## src/rtl/multicycle_ctrl.sv

```systemverilog
// Multi-cycle sequencer for the RV32 subset datapath.
// Steps each instruction through FETCH/DECODE/EXEC/MEM/WB and drives every
// datapath strobe and select. It also owns the memory handshake, a memory-wait
// watchdog, an illegal-opcode trap and the retired-instruction counter.
module multicycle_ctrl #(
  parameter int unsigned MEM_TIMEOUT = 15,
  parameter int unsigned CNT_W       = 32
) (
  input  logic             clk,
  input  logic             reset,
  input  logic [31:0]      ins,
  input  logic             zero,
  input  logic             mem_ready,
  output logic             mem_req,
  output logic             mem_read,
  output logic             mem_write,
  output logic             ir_write,
  output logic             RegWrite,
  output logic [1:0]       wb_sel,
  output logic [1:0]       alu_src,
  output logic [1:0]       alu_op,
  output logic             pc_write,
  output logic [1:0]       pc_sel,
  output logic [2:0]       state,
  output logic             trap,
  output logic [1:0]       trap_cause,
  output logic [CNT_W-1:0] instret
);

  typedef enum logic [2:0] {
    StFetch  = 3'd0,
    StDecode = 3'd1,
    StExec   = 3'd2,
    StMem    = 3'd3,
    StWb     = 3'd4,
    StTrap   = 3'd7
  } state_e;

  // BEQ and BNE are separate classes so EXEC needs nothing from ins.
  typedef enum logic [2:0] {
    ClsR, ClsI, ClsLw, ClsSw, ClsBeq, ClsBne, ClsJal
  } cls_e;

  state_e           state_q, state_d;
  cls_e             cls_q, cls_d, dec_cls;
  logic [1:0]       cause_q, cause_d;
  logic [7:0]       wait_q;
  logic [CNT_W-1:0] instret_q;
  logic             dec_ok;
  logic             wait_hit;
  logic             unused_ins;

  assign unused_ins = ^{ins[31:15], ins[11:7]};

  // This cycle's wait would bring the count up to the timeout.
  assign wait_hit = ({1'b0, wait_q} + 9'd1) == 9'(MEM_TIMEOUT);

  // Classify the opcode held in IR.
  always_comb begin
    dec_cls = ClsR;
    dec_ok  = 1'b1;
    case (ins[6:0])
      7'b0110011: dec_cls = ClsR;
      7'b0010011: dec_cls = ClsI;
      7'b0000011: dec_cls = ClsLw;
      7'b0100011: dec_cls = ClsSw;
      7'b1100011: begin
        if (ins[14:12] == 3'b000) begin
          dec_cls = ClsBeq;
        end else if (ins[14:12] == 3'b001) begin
          dec_cls = ClsBne;
        end else begin
          dec_ok = 1'b0;
        end
      end
      7'b1101111: dec_cls = ClsJal;
      default:    dec_ok  = 1'b0;
    endcase
  end

  // Next state, latched class and trap cause.
  always_comb begin
    state_d = state_q;
    cls_d   = cls_q;
    cause_d = cause_q;
    case (state_q)
      StFetch: begin
        if (mem_ready) begin
          state_d = StDecode;
        end else if (wait_hit) begin
          state_d = StTrap;
          cause_d = 2'd2;
        end
      end
      StDecode: begin
        cls_d = dec_cls;
        if (dec_ok) begin
          state_d = StExec;
        end else begin
          state_d = StTrap;
          cause_d = 2'd1;
        end
      end
      StExec: begin
        unique case (cls_q)
          ClsLw, ClsSw:          state_d = StMem;
          ClsBeq, ClsBne, ClsJal: state_d = StFetch;
          default:               state_d = StWb;
        endcase
      end
      StMem: begin
        if (mem_ready) begin
          state_d = (cls_q == ClsLw) ? StWb : StFetch;
        end else if (wait_hit) begin
          state_d = StTrap;
          cause_d = 2'd2;
        end
      end
      StWb:    state_d = StFetch;
      StTrap:  state_d = StTrap;
      default: state_d = StFetch;
    endcase
  end

  // Strobes and selects; forced low while reset is asserted.
  always_comb begin
    mem_req   = 1'b0;
    mem_read  = 1'b0;
    mem_write = 1'b0;
    ir_write  = 1'b0;
    RegWrite  = 1'b0;
    wb_sel    = 2'd0;
    alu_src   = 2'd0;
    alu_op    = 2'd0;
    pc_write  = 1'b0;
    pc_sel    = 2'd0;
    if (!reset) begin
      case (state_q)
        StFetch: begin
          mem_req  = 1'b1;
          mem_read = 1'b1;
          ir_write = mem_ready;
        end
        StExec: begin
          case (cls_q)
            ClsR: alu_op = 2'b10;
            ClsI: begin
              alu_src = 2'd1;
              alu_op  = 2'b11;
            end
            ClsLw: alu_src = 2'd1;
            ClsSw: alu_src = 2'd2;
            ClsBeq, ClsBne: begin
              alu_op   = 2'b01;
              pc_write = 1'b1;
              pc_sel   = (zero ^ (cls_q == ClsBne)) ? 2'd1 : 2'd0;
            end
            ClsJal: begin
              RegWrite = 1'b1;
              wb_sel   = 2'd2;
              pc_write = 1'b1;
              pc_sel   = 2'd2;
            end
            default: ;
          endcase
        end
        StMem: begin
          mem_req   = 1'b1;
          mem_read  = (cls_q == ClsLw);
          mem_write = (cls_q == ClsSw);
          alu_src   = (cls_q == ClsSw) ? 2'd2 : 2'd1;
          pc_write  = (cls_q == ClsSw) && mem_ready;
        end
        StWb: begin
          RegWrite = 1'b1;
          pc_write = 1'b1;
          wb_sel   = (cls_q == ClsLw) ? 2'd1 : 2'd0;
        end
        default: ;
      endcase
    end
  end

  // State, watchdog and retirement counter.
  always_ff @(posedge clk or posedge reset) begin
    if (reset) begin
      state_q   <= StFetch;
      cls_q     <= ClsR;
      cause_q   <= 2'd0;
      wait_q    <= 8'd0;
      instret_q <= '0;
    end else begin
      state_q <= state_d;
      cls_q   <= cls_d;
      cause_q <= cause_d;
      if (state_d != state_q) begin
        wait_q <= 8'd0;
      end else if (mem_req && !mem_ready) begin
        wait_q <= wait_q + 8'd1;
      end
      // One pc_write per instruction marks its retirement.
      if (pc_write) begin
        instret_q <= instret_q + CNT_W'(1);
      end
    end
  end

  assign state      = state_q;
  assign trap       = (state_q == StTrap);
  assign trap_cause = cause_q;
  assign instret    = instret_q;

endmodule

```

## config.mk

```make
export PLATFORM = sky130hd
export DESIGN_NAME = multicycle_ctrl
export DESIGN_NICKNAME = d
export VERILOG_FILES = /design/src/rtl/multicycle_ctrl.sv
export SDC_FILE = /design/constraint.sdc
export NUM_CORES = 1
export LEC_CHECK = 0
export BUFFER_PORTS_ARGS = -buffer_cell sky130_fd_sc_hd__buf_2
export CORE_MARGIN = 2
export CORE_UTILIZATION = 45
export CTS_CLUSTER_DIAMETER = 120
export DETAILED_ROUTE_END_ITERATION = 16
export GPL_TIMING_DRIVEN = 0
export PLACE_DENSITY = 0.74
export SETUP_SLACK_MARGIN = 0.05
export SLEW_MARGIN = 20
export SYNTH_ARGS = -nofsm -noshare
export SYNTH_HDL_FRONTEND = slang
export SYNTH_SLANG_ARGS = --single-unit
```

## constraint.sdc

```tcl
create_clock -name clk -period 2.1 [get_ports clk]
set_input_delay 0.105 -clock clk [delete_from_list [all_inputs] [get_ports clk]]
set_output_delay 0.105 -clock clk [all_outputs]
set_load 0.05 [all_outputs]
```

# Word level (Yosys, flattened, before mapping)
# Cells that the tools add are included.
[op_classes]
eq_ne = 23
mux = 48
multipliers = 0
n_reduce_logical = 15
n_div = 0
shift = 0
bitwise_logic = 1
order_cmp = 0
addsub = 3
[ops]
columns = ["cell", "n"]
rows = [
  ["$add A32 B1 Y32 const B", 1],
  ["$pmux W3 S5", 2],
  ["$mux W2", 11],
  ["$mux W3", 7],
  ["$pmux W2 S2", 5],
  ["$mux W8", 2],
  ["$eq A3 B3 Y1 const B", 5],
  ["$mux W1", 15],
  ["$eq A7 B6 Y1 const B", 2],
  ["$eq A7 B7 Y1 const B", 2],
  ["$eq A3 B2 Y1 const B", 4],
  ["$add A8 B1 Y9 const B", 1],
  ["$eq A3 B1 Y1 const B", 3],
  ["$eq A9 B4 Y1 const B", 1],
  ["$logic_not A3 Y1", 3],
  ["$add A8 B1 Y8 const B", 1],
  ["$reduce_or A2 Y1", 4],
  ["$eq A7 B2 Y1 const B", 1],
  ["$eq A7 B5 Y1 const B", 1],
  ["$pmux W1 S2", 3],
  ["$pmux W2 S3", 1],
  ["$pmux W3 S2", 1],
  ["$reduce_or A5 Y1", 1],
  ["$ne A2 B2 Y1 const B", 2],
  ["9 further kinds", 11],
]
[totals]
mem_bits_rw = 0
n_memories = 0
latch_bits = 0
elab_cells = 95
romBits = 0
register_bits = 48

# Logic depth before layout (Yosys ltp)
# Gate-level depths: netlist of run 1.
[logic_depth]
word_depth = 8
ltp_mapped = 7
depth_no_buf = 6

# Worst setup path before layout of run 1
# Ideal clock, no wire load.
[synth_path]
path_type = "input port to output port"
from = "input reset"
to = "output alu_src[0]"
t_arrival_ns = 2.612
stages = 3
path_slack_ns = -0.617
required_ns = 1.995
n_path_buf = 0
path_cell_list = "inv_1 -> nand3_1 -> a221oi_1"
[synth_between]
elab_chain_cells = 1
[synth_rtl]
columns = ["element", "line", "rtl"]
rows = [
  ["start: declaration", "10", "input logic reset,"],
  ["$mux W2", "137", "if (!reset) begin"],
  ["end: declaration", "20", "output logic [1:0] alu_src,"],
]
# Every way passes these cells.

# Worst setup path in the final report of run 1
[layout_path]
from = "register state_q[2], in the netlist state[2]"
to = "register instret_q[22], in the netlist instret[22]"
[layout_between]
elab_chain_cells = 3
[layout_rtl]
columns = ["element", "line", "rtl"]
rows = [
  ["start: declaration", "44", "state_e state_q, state_d;"],
  ["start signal: assignment", "187", "state_q <= StFetch;"],
  ["start signal: assignment", "193", "state_q <= state_d;"],
  ["$eq A3 B3 Y1 or $eq A3 B2 Y1 (tied branches)", "138", "case (state_q)"],
  ["$pmux W1 S3 *", "138", ""],
  ["$mux W1 *", "137", ""],
  ["end signal: assignment", "203", "instret_q <= instret_q + CNT_W'(1);"],
  ["end: declaration", "48", "logic [CNT_W-1:0] instret_q;"],
]
# Every way passes the cells marked *; elsewhere a longest branch is shown, timed or not.
# A chain may end at the register's enable or synchronous reset.

==> impl_metrics.env, run 1 <==
export IMPL_die_area_um2=7000
export IMPL_setup_viol=0
export IMPL_grt_pass1_vias=2333
export IMPL_gp_congestion=0.862
export IMPL_fin_crit_ns=2.09
export IMPL_ys_ff_latch=48
export IMPL_postRouteAntennaNets=0
export IMPL_yosysMostFrequentCell="dfrtp_1"
export IMPL_cp_required_ns=2.29
export IMPL_initial_utilization_pct=45.7
export IMPL_grt_pass1_wl_mm=11.4
export IMPL_fin_worst_skew_ns=0.0129
export IMPL_path_class="reg2reg"
export IMPL_post_place_cells=434
export IMPL_synthMuxAreaShare_pct=0.394
export IMPL_relSlewSlack_pct=60.2
export IMPL_reg2regPathDepth=5
export IMPL_fp_dieW_um=83.7
export IMPL_clock_latency_ns=0.31
export IMPL_syn_nets=331
export IMPL_die_h_um=83.7
export IMPL_synthXorXnorAreaFrac_pct=12.5
export IMPL_htree_num_levels=2
export IMPL_r2r_slack_ns=0.006
export IMPL_timing_critical_path_cells="or2_4 > o41ai_4 > o21ai_4 > or4_4 > xnor2_2"
export IMPL_cts_path_max_buffers=2
export IMPL_yosysUniqueCellTypes=64
export IMPL_synthToLayoutAreaGrowth_pct=29.0
export IMPL_end_kind="flop"
export IMPL_rsz0062_at_grt="yes"
export IMPL_cp_max_fo=8
export IMPL_grt_max_degree=26
export IMPL_synthCells=292
export IMPL_cpPeakStageDelay_ns=0.54
export IMPL_cts_made_buffers=5
export IMPL_synth_edf_count=0
export IMPL_design_area_um2=3680
export IMPL_design_core_area_um2=6240
export IMPL_dr_pass1_iters=4
export IMPL_hpwlAfterDp_mm=4.65
export IMPL_yosysTopAreaCell="dfrtp_1"
export IMPL_netlist_area_um2=2860
export IMPL_yosysTopAreaCellShare_pct=42.1
export IMPL_drtIter0Drc=139
export IMPL_synthArstFlopShare_pct=100
export IMPL_yosysSeqAreaShare_pct=42.1
export IMPL_antennaDiodeCount=0
export IMPL_status="finished, violations left"
export IMPL_cp_slowest_cell="or4_4"
export IMPL_hold_path_class="in2async"
export IMPL_drive_gt1_share_pct=37.3
export IMPL_vdd_drop_max_mv=0.308
export IMPL_holdWs_ns=-0.0234
export IMPL_slew_violations=0
export IMPL_avgSynthCellArea_um2=9.78
export IMPL_reg2reg_from="state[2]"
export IMPL_synth_compound_area_share_pct=12.2
export IMPL_maxCapViolCount=0
export IMPL_rows=29
export IMPL_root_buffer="clkbuf_8"
export IMPL_ys_flop_type="dfrtp_1"
export IMPL_vias_per_cell=5.55
export IMPL_fin_cells=458
export IMPL_vias=2543
export IMPL_worst_pin_slew_ns=0.596
export IMPL_ys_top_cells_by_count="dfrtp_1 (48), nand2_1 (23), nor2_1 (22), xor2_1 (22), xnor2_1 (17)"
export IMPL_power_density_nw_per_um2=496
export IMPL_antenna_found_initial=0
export IMPL_ys_warn_count=0
export IMPL_cts_tree="done"
export IMPL_cts_sinks=48
export IMPL_io_buffers=65
export IMPL_violations="negative hold slack"
export IMPL_r2r_end="instret[22]"
export IMPL_synth_simple_area_share_pct=27.3
export IMPL_wl_per_cell_um=15.0
export IMPL_grt_usage_pct=19.8
export IMPL_finalNetCount=419
export IMPL_grt_ovfl_total=0
export IMPL_fmax_ghz=0.477
export IMPL_synthAdderAreaFrac_pct=1.31
export IMPL_fin_crit_sh_pct=99.7
export IMPL_drc=0
export IMPL_drt_wl_total_mm=6.87
export IMPL_synth_top_family_by_area="simple AND/OR/NAND/NOR gates"
export IMPL_ioPinCount=88
export IMPL_worstPathArrival_ns=2.28
export IMPL_finalHoldViolations=25
export IMPL_cp_start_kind="flop"
export IMPL_fill_cells=540
export IMPL_power_w=0.00183
export IMPL_place_area_um2=3320
export IMPL_clkSlewWorstSetupHoldPaths_ns=0.10
export IMPL_fin_util_pct=59.0
export IMPL_synth_area_leaders="dfrtp_1 (42%), xor2_1 (6.7%), xnor2_1 (5.2%)"
export IMPL_p_leak_nw=1.85
==> registers in the layout (all words and copies together), names as in the netlist <==
register and count:
state 3, cls_q 3, wait_q 8, instret 32, trap_cause 2
==> report_power, final <==
part / total, W / switching, W / internal (W)
registers: 0.000931 / 0.00000374 / 0.000928
logic: 0.0000864 / 0.0000567 / 0.0000297
clock network: 0.000810 / 0.000331 / 0.000479
total: 0.00183 / 0.000391 / 0.00144
==> per-stage QoR <==
stage          hold WS (ns)  setup WS [ns]  TNS [ns]
2_1_floorplan         0.143        -0.0638   -0.0638
3_3_place_gp          0.321         -0.203     -1.13
3_5_place_dp          0.341         -0.226     -1.49
4_1_cts              0.0855       0.000459         0
5_1_grt              0.0147        -0.0562    -0.182
6_report            -0.0234        0.00569         0
==> worst max-delay path, delay by kind of cell, from the launching register on <==
| kind | cells | cell delay [ns] |
|---|---|---|
| AOI/OAI and AO/OA | 2 | 0.52 |
| and+or+nand+nor | 2 | 0.84 |
| DFF | 1 | 0.47 |
| xor gates and xnor gates | 1 | 0.14 |
==> worst max-delay path by stage <==
stage | start | end | cells after the start | slack (ns)
after floorplan | state[1] | instret[22] | 6 | -0.06
after global placement | reset | alu_op[0] | 6 | -0.20
after detailed placement | reset | pc_sel[0] | 6 | -0.23
after CTS | state[1] | instret[22] | 6 | 0.0005
after global routing | cls_q[2] | instret[22] | 6 | -0.06
final | state[2] | instret[22] | 5 | 0.006
==> logic make-up (layout without fill, tap and decap cells) <==
group           count (synthesis)  count (layout)
compound gates                 44              44
xor+xnor                       40              40
fa+ha+maj                       3               3
buf+inv                        25             114
flops                          48              48
mux                             1               1
simple gates                  131             131
==> metal layers <==
metal | track usage, % | up-vias | routed length (um)
met5 | 0 | - | 0
met4 | 5.87 | 0 | 99
met3 | 3.76 | 10 | 355
met2 | 30.3 | 73 | 3250
met1 | 28.6 | 1228 | 3170
li1 | - | 1232 | -
==> area by class of cell <==
type	instances	area [um^2]	area share, %
Multi-Input combinational cell	219	1640	44.5
Sequential cell	48	1220	33.0
Timing Repair Buffer	80	452	12.3
Tap cell	77	96.3	2.62
Buffer	15	91.3	2.48
Clock buffer	5	68.8	1.87
Clock inverter	3	68.8	1.87
Inverter	10	41.3	1.12
Timing Repair inverter	1	7.51	0.204
==> placed cells by master, fill, tap and decap left out, types with 2 or more instances in the layout <==
master / count
nor3_4: 2
a211oi_1: 3
nand4_1: 14
clkbuf_2: 2
buf_4: 13
a31oi_1: 2
o31ai_1: 3
nor2b_1: 6
nor2_1: 22
or4b_4: 2
nor3_1: 6
buf_6: 6
clkbuf_8: 5
inv_1: 8
clkinvlp_4: 2
nand3_1: 16
dfrtp_2: 12
xnor2_1: 17
and3_1: 6
a21oi_1: 4
bufinv_16: 2
clkbuf_1: 5
o21ai_0: 5
xor2_1: 22
or3_1: 2
and2_1: 2
nor3_2: 3
and3b_1: 2
and4_1: 9
a22oi_1: 2
nand3b_1: 2
buf_2: 67
dfrtp_1: 36
nor4_2: 2
nand2_1: 21
o211ai_1: 3
==> repair_timing <==
item	4_1_cts	5_1_grt
hold buffers	2	0
gates cloned	1	0
endpoints found under the setup margin	26	34
hold endpoints to repair	24	0
setup buffers	6	7
gates resized for setup	9	18
pin swaps	3	6
No activity file was read; power rests on OpenSTA's default activity.
==> run 2: changes to the inputs <==
--- a/config.mk
+++ b/config.mk
@@ -11,7 +11,7 @@
 export CTS_CLUSTER_DIAMETER = 120
 export DETAILED_ROUTE_END_ITERATION = 16
 export GPL_TIMING_DRIVEN = 0
-export PLACE_DENSITY = 0.74
+export PLACE_DENSITY = 0.72
 export SETUP_SLACK_MARGIN = 0.05
 export SLEW_MARGIN = 20
 export SYNTH_ARGS = -nofsm -noshare
==> constraint.sdc (replaced) <==
create_clock -name clk -period 2.25 [get_ports clk]
set_input_delay 0.1125 -clock clk [delete_from_list [all_inputs] [get_ports clk]]
set_output_delay 0.1125 -clock clk [all_outputs]
set_load 0.05 [all_outputs]
==> impl_metrics.env, run 2 (same netlist as run 1, synthesis figures left out) <==
export IMPL_status="finished, violations left"
export IMPL_violations="negative hold slack"
export IMPL_path_class="reg2reg"
export IMPL_reg2reg_from="state[2]"
export IMPL_r2r_end="instret[23]"
export IMPL_holdWs_ns=-0.0299
export IMPL_rows=29
export IMPL_htree_num_levels=2
export IMPL_drt_wl_total_mm=6.80
export IMPL_worstPathArrival_ns=2.31
export IMPL_cts_path_max_buffers=2
export IMPL_cp_num_buf_inv=1
export IMPL_die_h_um=83.7
export IMPL_relSlewSlack_pct=60.9
export IMPL_wl_per_cell_um=15.1
export IMPL_final_common_cell="buf_2"
export IMPL_fmax_ghz=0.471
export IMPL_gp_congestion=0.837
export IMPL_setup_viol=0
export IMPL_maxCapViolCount=0
export IMPL_finalHoldViolations=25
export IMPL_timing_critical_path_cells="or2_2 > o41ai_4 > o211a_1 > buf_4 > nand4_1 > xnor2_1"
export IMPL_slew_violations=0
export IMPL_cp_endpoint="instret[23]"
export IMPL_drive_gt1_share_pct=33.6
export IMPL_vdd_drop_max_mv=0.276
export IMPL_r2r_slack_ns=0.13
export IMPL_grt_pass1_wl_mm=11.3
export IMPL_setup_tns_final_ns=0
export IMPL_cp_max_fo=10
export IMPL_synthToLayoutAreaGrowth_pct=23.2
export IMPL_critPathTopFamily="compound AO/OA/AOI/OAI gates"
export IMPL_path_depth=6
export IMPL_clkSlewWorstSetupHoldPaths_ns=0.10
export IMPL_initial_utilization_pct=45.7
export IMPL_root_buffer="clkbuf_8"
export IMPL_reg2regPathDepth=6
export IMPL_cts_tree="done"
export IMPL_vias_per_cell=5.65
export IMPL_clock_latency_ns=0.30
export IMPL_fin_worst_skew_ns=0.0113
export IMPL_drc=0
export IMPL_postRouteAntennaNets=0
export IMPL_dr_pass1_iters=7
export IMPL_grt_max_degree=26
export IMPL_fp_dieW_um=83.7
export IMPL_fin_util_pct=56.4
export IMPL_cts_sinks=48
export IMPL_design_core_area_um2=6240
export IMPL_grt_pass1_vias=2457
export IMPL_die_area_um2=7000
export IMPL_worst_pin_slew_ns=0.585
export IMPL_crit_start="state[2]"
export IMPL_hold_path_class="in2async"
export IMPL_fin_crit_ns=2.12
export IMPL_grt_usage_pct=19.5
export IMPL_antenna_found_initial=0
export IMPL_io_buffers=65
export IMPL_fin_crit_sh_pct=94.4
export IMPL_grt_ovfl_total=0
export IMPL_finalNetCount=410
export IMPL_vias=2538
export IMPL_rsz0062_at_grt="no"
export IMPL_cp_required_ns=2.43
export IMPL_dp_slack_ns=-0.0567
export IMPL_cp_slowest_cell="dfrtp_2"
export IMPL_end_kind="flop"
export IMPL_worst_slack_ns=0.126
export IMPL_final_cell_mix="buf_2 (69), dfrtp_1 (38), nor2_1 (22), xor2_1 (22), nand2_1 (21)"
export IMPL_ioPinCount=88
export IMPL_power_density_nw_per_um2=456
export IMPL_drtIter0Drc=129
export IMPL_antennaDiodeCount=0
export IMPL_cp_start_kind="flop"
export IMPL_hpwlAfterDp_mm=4.72
export IMPL_cts_made_buffers=5
export IMPL_p_leak_nw=1.78
export IMPL_cpPeakStageDelay_ns=0.47
export IMPL_largest_register_ffs=32
## run 2: cell types whose count changed in the layout (fill, tap and decap cells not counted), sizes merged
cell         change
buf              -8
bufinv           -1
clkbuf           +1
clkinv           +1
dlygate4sd3      -1
inv              -1
## run 2: final cells by class
cell class	instances	area [um^2]
multi-input cells	219	1590
fillers	597	2720
well taps	77	96.3
inverters	10	41.3
repair buffers	71	368
repair inverters	1	7.51
plain buffers	15	83.8
flip-flops and latches	48	1210
clock buffers	6	82.6
clock inverters	2	38.8
## run 2: worst min-delay path by stage
| stage | startpoint | endpoint | cells past startpoint |
|---|---|---|---|
| final | reset | instret[28] | 2 |
| after global routing | reset | instret[28] | 2 |
| after CTS | ins[4] | cls_q[1] | 2 |
| after detailed placement | ins[4] | cls_q[1] | 2 |
| after global placement | ins[4] | cls_q[1] | 2 |
| after floorplan | reset | cls_q[0] | 1 |
## run 2: metrics by stage
| stage | area (um^2) | cells | power, W |
|---|---|---|---|
| 2_1_floorplan | 2890 | 292 | 0.000925 |
| 3_3_place_gp | 3310 | 434 | 0.000952 |
| 3_5_place_dp | 3310 | 434 | 0.000953 |
| 4_1_cts | 3470 | 445 | 0.00161 |
| 5_1_grt | 3520 | 449 | 0.00167 |
| 6_report | 3520 | 449 | 0.00160 |
## run 2: power by group
part	switching (W)	internal, W	leakage (nW)	total (W)
combinational	0.0000515	0.0000240	1.10	0.0000755
clock	0.000296	0.000364	0.0614	0.000660
sequential	0.00000251	0.000866	0.621	0.000868
## run 2: timing repair
action | 4_1_cts | 5_1_grt
gates cloned | 1 | 0
resized for setup | 3 | 9
pin swaps | 0 | 2
setup buffers | 1 | 4
setup endpoints to repair | 8 | 17
hold buffers | 1 | 0
endpoints found under the hold margin | 23 | 0
## run 2: layer usage
layer  wire length, um  part of all wire, %  track usage, %  vias up
met4                72                  1.1            6.16        0
met1              3130                   46            26.1     1235
li1                  -                    -               -     1221
met5                 0                    0               0        -
met2              3280                   48            32.4       74
met3               320                  4.7            3.07        8
==> run 3: changes to the inputs <==
==> constraint.sdc (replaced) <==
create_clock -name clk -period 2.25 [get_ports clk]
set_input_delay 0.1125 -clock clk [delete_from_list [all_inputs] [get_ports clk]]
set_output_delay 0.1125 -clock clk [all_outputs]
set_load 0.02 [all_outputs]
==> impl_metrics.env, run 3 (same netlist as run 1, synthesis figures left out) <==
export IMPL_status="complete, no violations"
export IMPL_setup_tns_final_ns=0
export IMPL_vias_per_cell=5.49
export IMPL_grtUsageMet3_pct=2.97
export IMPL_path_class="reg2reg"
export IMPL_end_kind="flop"
export IMPL_grt_max_degree=33
export IMPL_finalHoldViolations=0
export IMPL_gp_congestion=0.825
export IMPL_switching_power_w=0.000347
export IMPL_cts_tree="done"
export IMPL_cp_max_fo=7
export IMPL_seqPwrFrac_pct=58.3
export IMPL_reg2reg_from="wait_q[1]"
export IMPL_final_common_cell="buf_2"
export IMPL_worst_pin_slew_ns=0.610
export IMPL_cp_start_kind="flop"
export IMPL_clkSlewWorstSetupHoldPaths_ns=0.10
export IMPL_cts_sinks=48
export IMPL_cp_endpoint="state[1]"
export IMPL_design_core_area_um2=6240
export IMPL_swShare_pct=23.2
export IMPL_cts_path_max_buffers=2
export IMPL_final_cell_mix="buf_2 (68), dfrtp_1 (47), nand2_1 (22), nor2_1 (22), xor2_1 (22)"
export IMPL_grt_ovfl_total=0
export IMPL_maxCapViolCount=0
export IMPL_cts_made_buffers=5
export IMPL_worstPathArrival_ns=2.36
export IMPL_fp_dieW_um=83.7
export IMPL_dr_pass1_iters=4
export IMPL_grt_use_met2_pct=30.8
export IMPL_hold_depth=2
export IMPL_fin_worst_skew_ns=0.00827
export IMPL_crit_start="wait_q[1]"
export IMPL_post_place_cells=435
export IMPL_clock_latency_ns=0.30
export IMPL_pwr_share_clk_pct=36.9
export IMPL_grt_pass1_wl_mm=11.0
export IMPL_rows=29
export IMPL_vias=2472
export IMPL_drc=0
export IMPL_reg2regPathDepth=6
export IMPL_drt_wl_total_mm=6.54
export IMPL_htree_num_levels=2
export IMPL_combPwrFrac_pct=4.9
export IMPL_cp_required_ns=2.47
export IMPL_wl_per_cell_um=14.5
export IMPL_die_h_um=83.7
export IMPL_p_leak_nw=1.79
export IMPL_synthToLayoutAreaGrowth_pct=22.2
export IMPL_drtIter0Drc=229
export IMPL_die_area_um2=7000
export IMPL_grtUsageMet1_pct=27.0
export IMPL_io_buffers=65
export IMPL_fill_cells=588
export IMPL_antennaDiodeCount=0
export IMPL_root_buffer="clkbuf_8"
export IMPL_fin_crit_ns=2.14
export IMPL_slew_violations=0
export IMPL_relSlewSlack_pct=58.8
export IMPL_postRouteAntennaNets=0
export IMPL_drive_gt1_share_pct=30.0
export IMPL_grt_busiest_layer="met2"
export IMPL_grt_usage_pct=19.0
export IMPL_ioPinCount=88
export IMPL_fin_crit_sh_pct=95.3
export IMPL_initial_utilization_pct=45.7
export IMPL_fin_cells=450
export IMPL_power_w=0.00149
export IMPL_grt_pass1_vias=2260
export IMPL_largest_register_ffs=32
export IMPL_fmax_ghz=0.466
export IMPL_r2r_end="state[1]"
export IMPL_rsz0062_at_grt="yes"
export IMPL_hold_path_class="in2reg"
export IMPL_p_int_w=0.00115
export IMPL_vdd_drop_max_mv=0.332
export IMPL_power_density_nw_per_um2=428
export IMPL_setup_viol=0
export IMPL_hpwlAfterDp_mm=4.83
export IMPL_finalNetCount=411
export IMPL_antenna_found_initial=0
export IMPL_r2r_slack_ns=0.11
## run 3: layout make-up
type	instances	area, um^2	area share, %
Timing Repair Buffer	73	400	11.5
Clock buffer	6	82.6	2.37
Clock inverter	2	13.8	0.395
Multi-Input combinational cell	219	1570	45.1
Tap cell	77	96.3	2.76
Sequential cell	48	1200	34.5
Inverter	10	38.8	1.11
Buffer	15	82.6	2.37
## run 3: through the flow
step | util [%] | worst slack [ns] | hold WS (ns) | instance area [um^2]
3_3_place_gp | 52.5 | -0.622 | 0.328 | 3280
2_1_floorplan | - | 0.0630 | 0.210 | 2860
4_1_cts | 54.9 | 0.0306 | 0.0111 | 3420
3_5_place_dp | 52.8 | 0.00824 | 0.218 | 3300
6_report | 55.9 | 0.105 | 0.0225 | 3490
5_1_grt | 55.9 | 0.0263 | 0.0307 | 3490
## run 3: critical path: stages, from the launching register on
cell     delay (ns)
dfrtp_1        0.47
ha_4           0.20
and3_2         0.23
or4b_4         0.49
a22o_1         0.25
o31a_1         0.28
a21oi_1        0.12
## run 3: repair_timing
action / CTS / global route
pin swaps: 0 / 3
gates resized for setup: 4 / 7
hold buffers: 1 / 0
hold endpoints to repair: 16 / 0
buffers inserted: 1 / 5
endpoints found under the setup margin: 7 / 14
## run 3: power groups by stage
| stage | clock network [W] | registers, W | logic [W] |
|---|---|---|---|
| 4_1_cts | 0.000568 | 0.000870 | 0.0000674 |
| 6_report | 0.000551 | 0.000870 | 0.0000725 |
| 2_1_floorplan | 0 | 0.000889 | 0.0000316 |
| 5_1_grt | 0.000598 | 0.000871 | 0.0000823 |
| 3_3_place_gp | 0 | 0.000887 | 0.0000593 |
| 3_5_place_dp | 0 | 0.000887 | 0.0000654 |
## run 3: per-layer routing
layer,wire (um),share of wire [%],vias to the layer above
met3,231,3.5,8
met2,3110,48,60
met5,0,0,-
met4,78,1.2,0
met1,3120,48,1192
li1,-,-,1212
## run 3: worst min-delay path by stage
stage | startpoint | to | slack [ns]
floorplan | ins[4] | cls_q[1] | 0.21
global placement | ins[4] | cls_q[1] | 0.33
detailed placement | reset | wait_q[0] | 0.22
CTS | ins[4] | cls_q[1] | 0.01
global route | ins[4] | cls_q[1] | 0.03
finish | ins[4] | cls_q[1] | 0.02
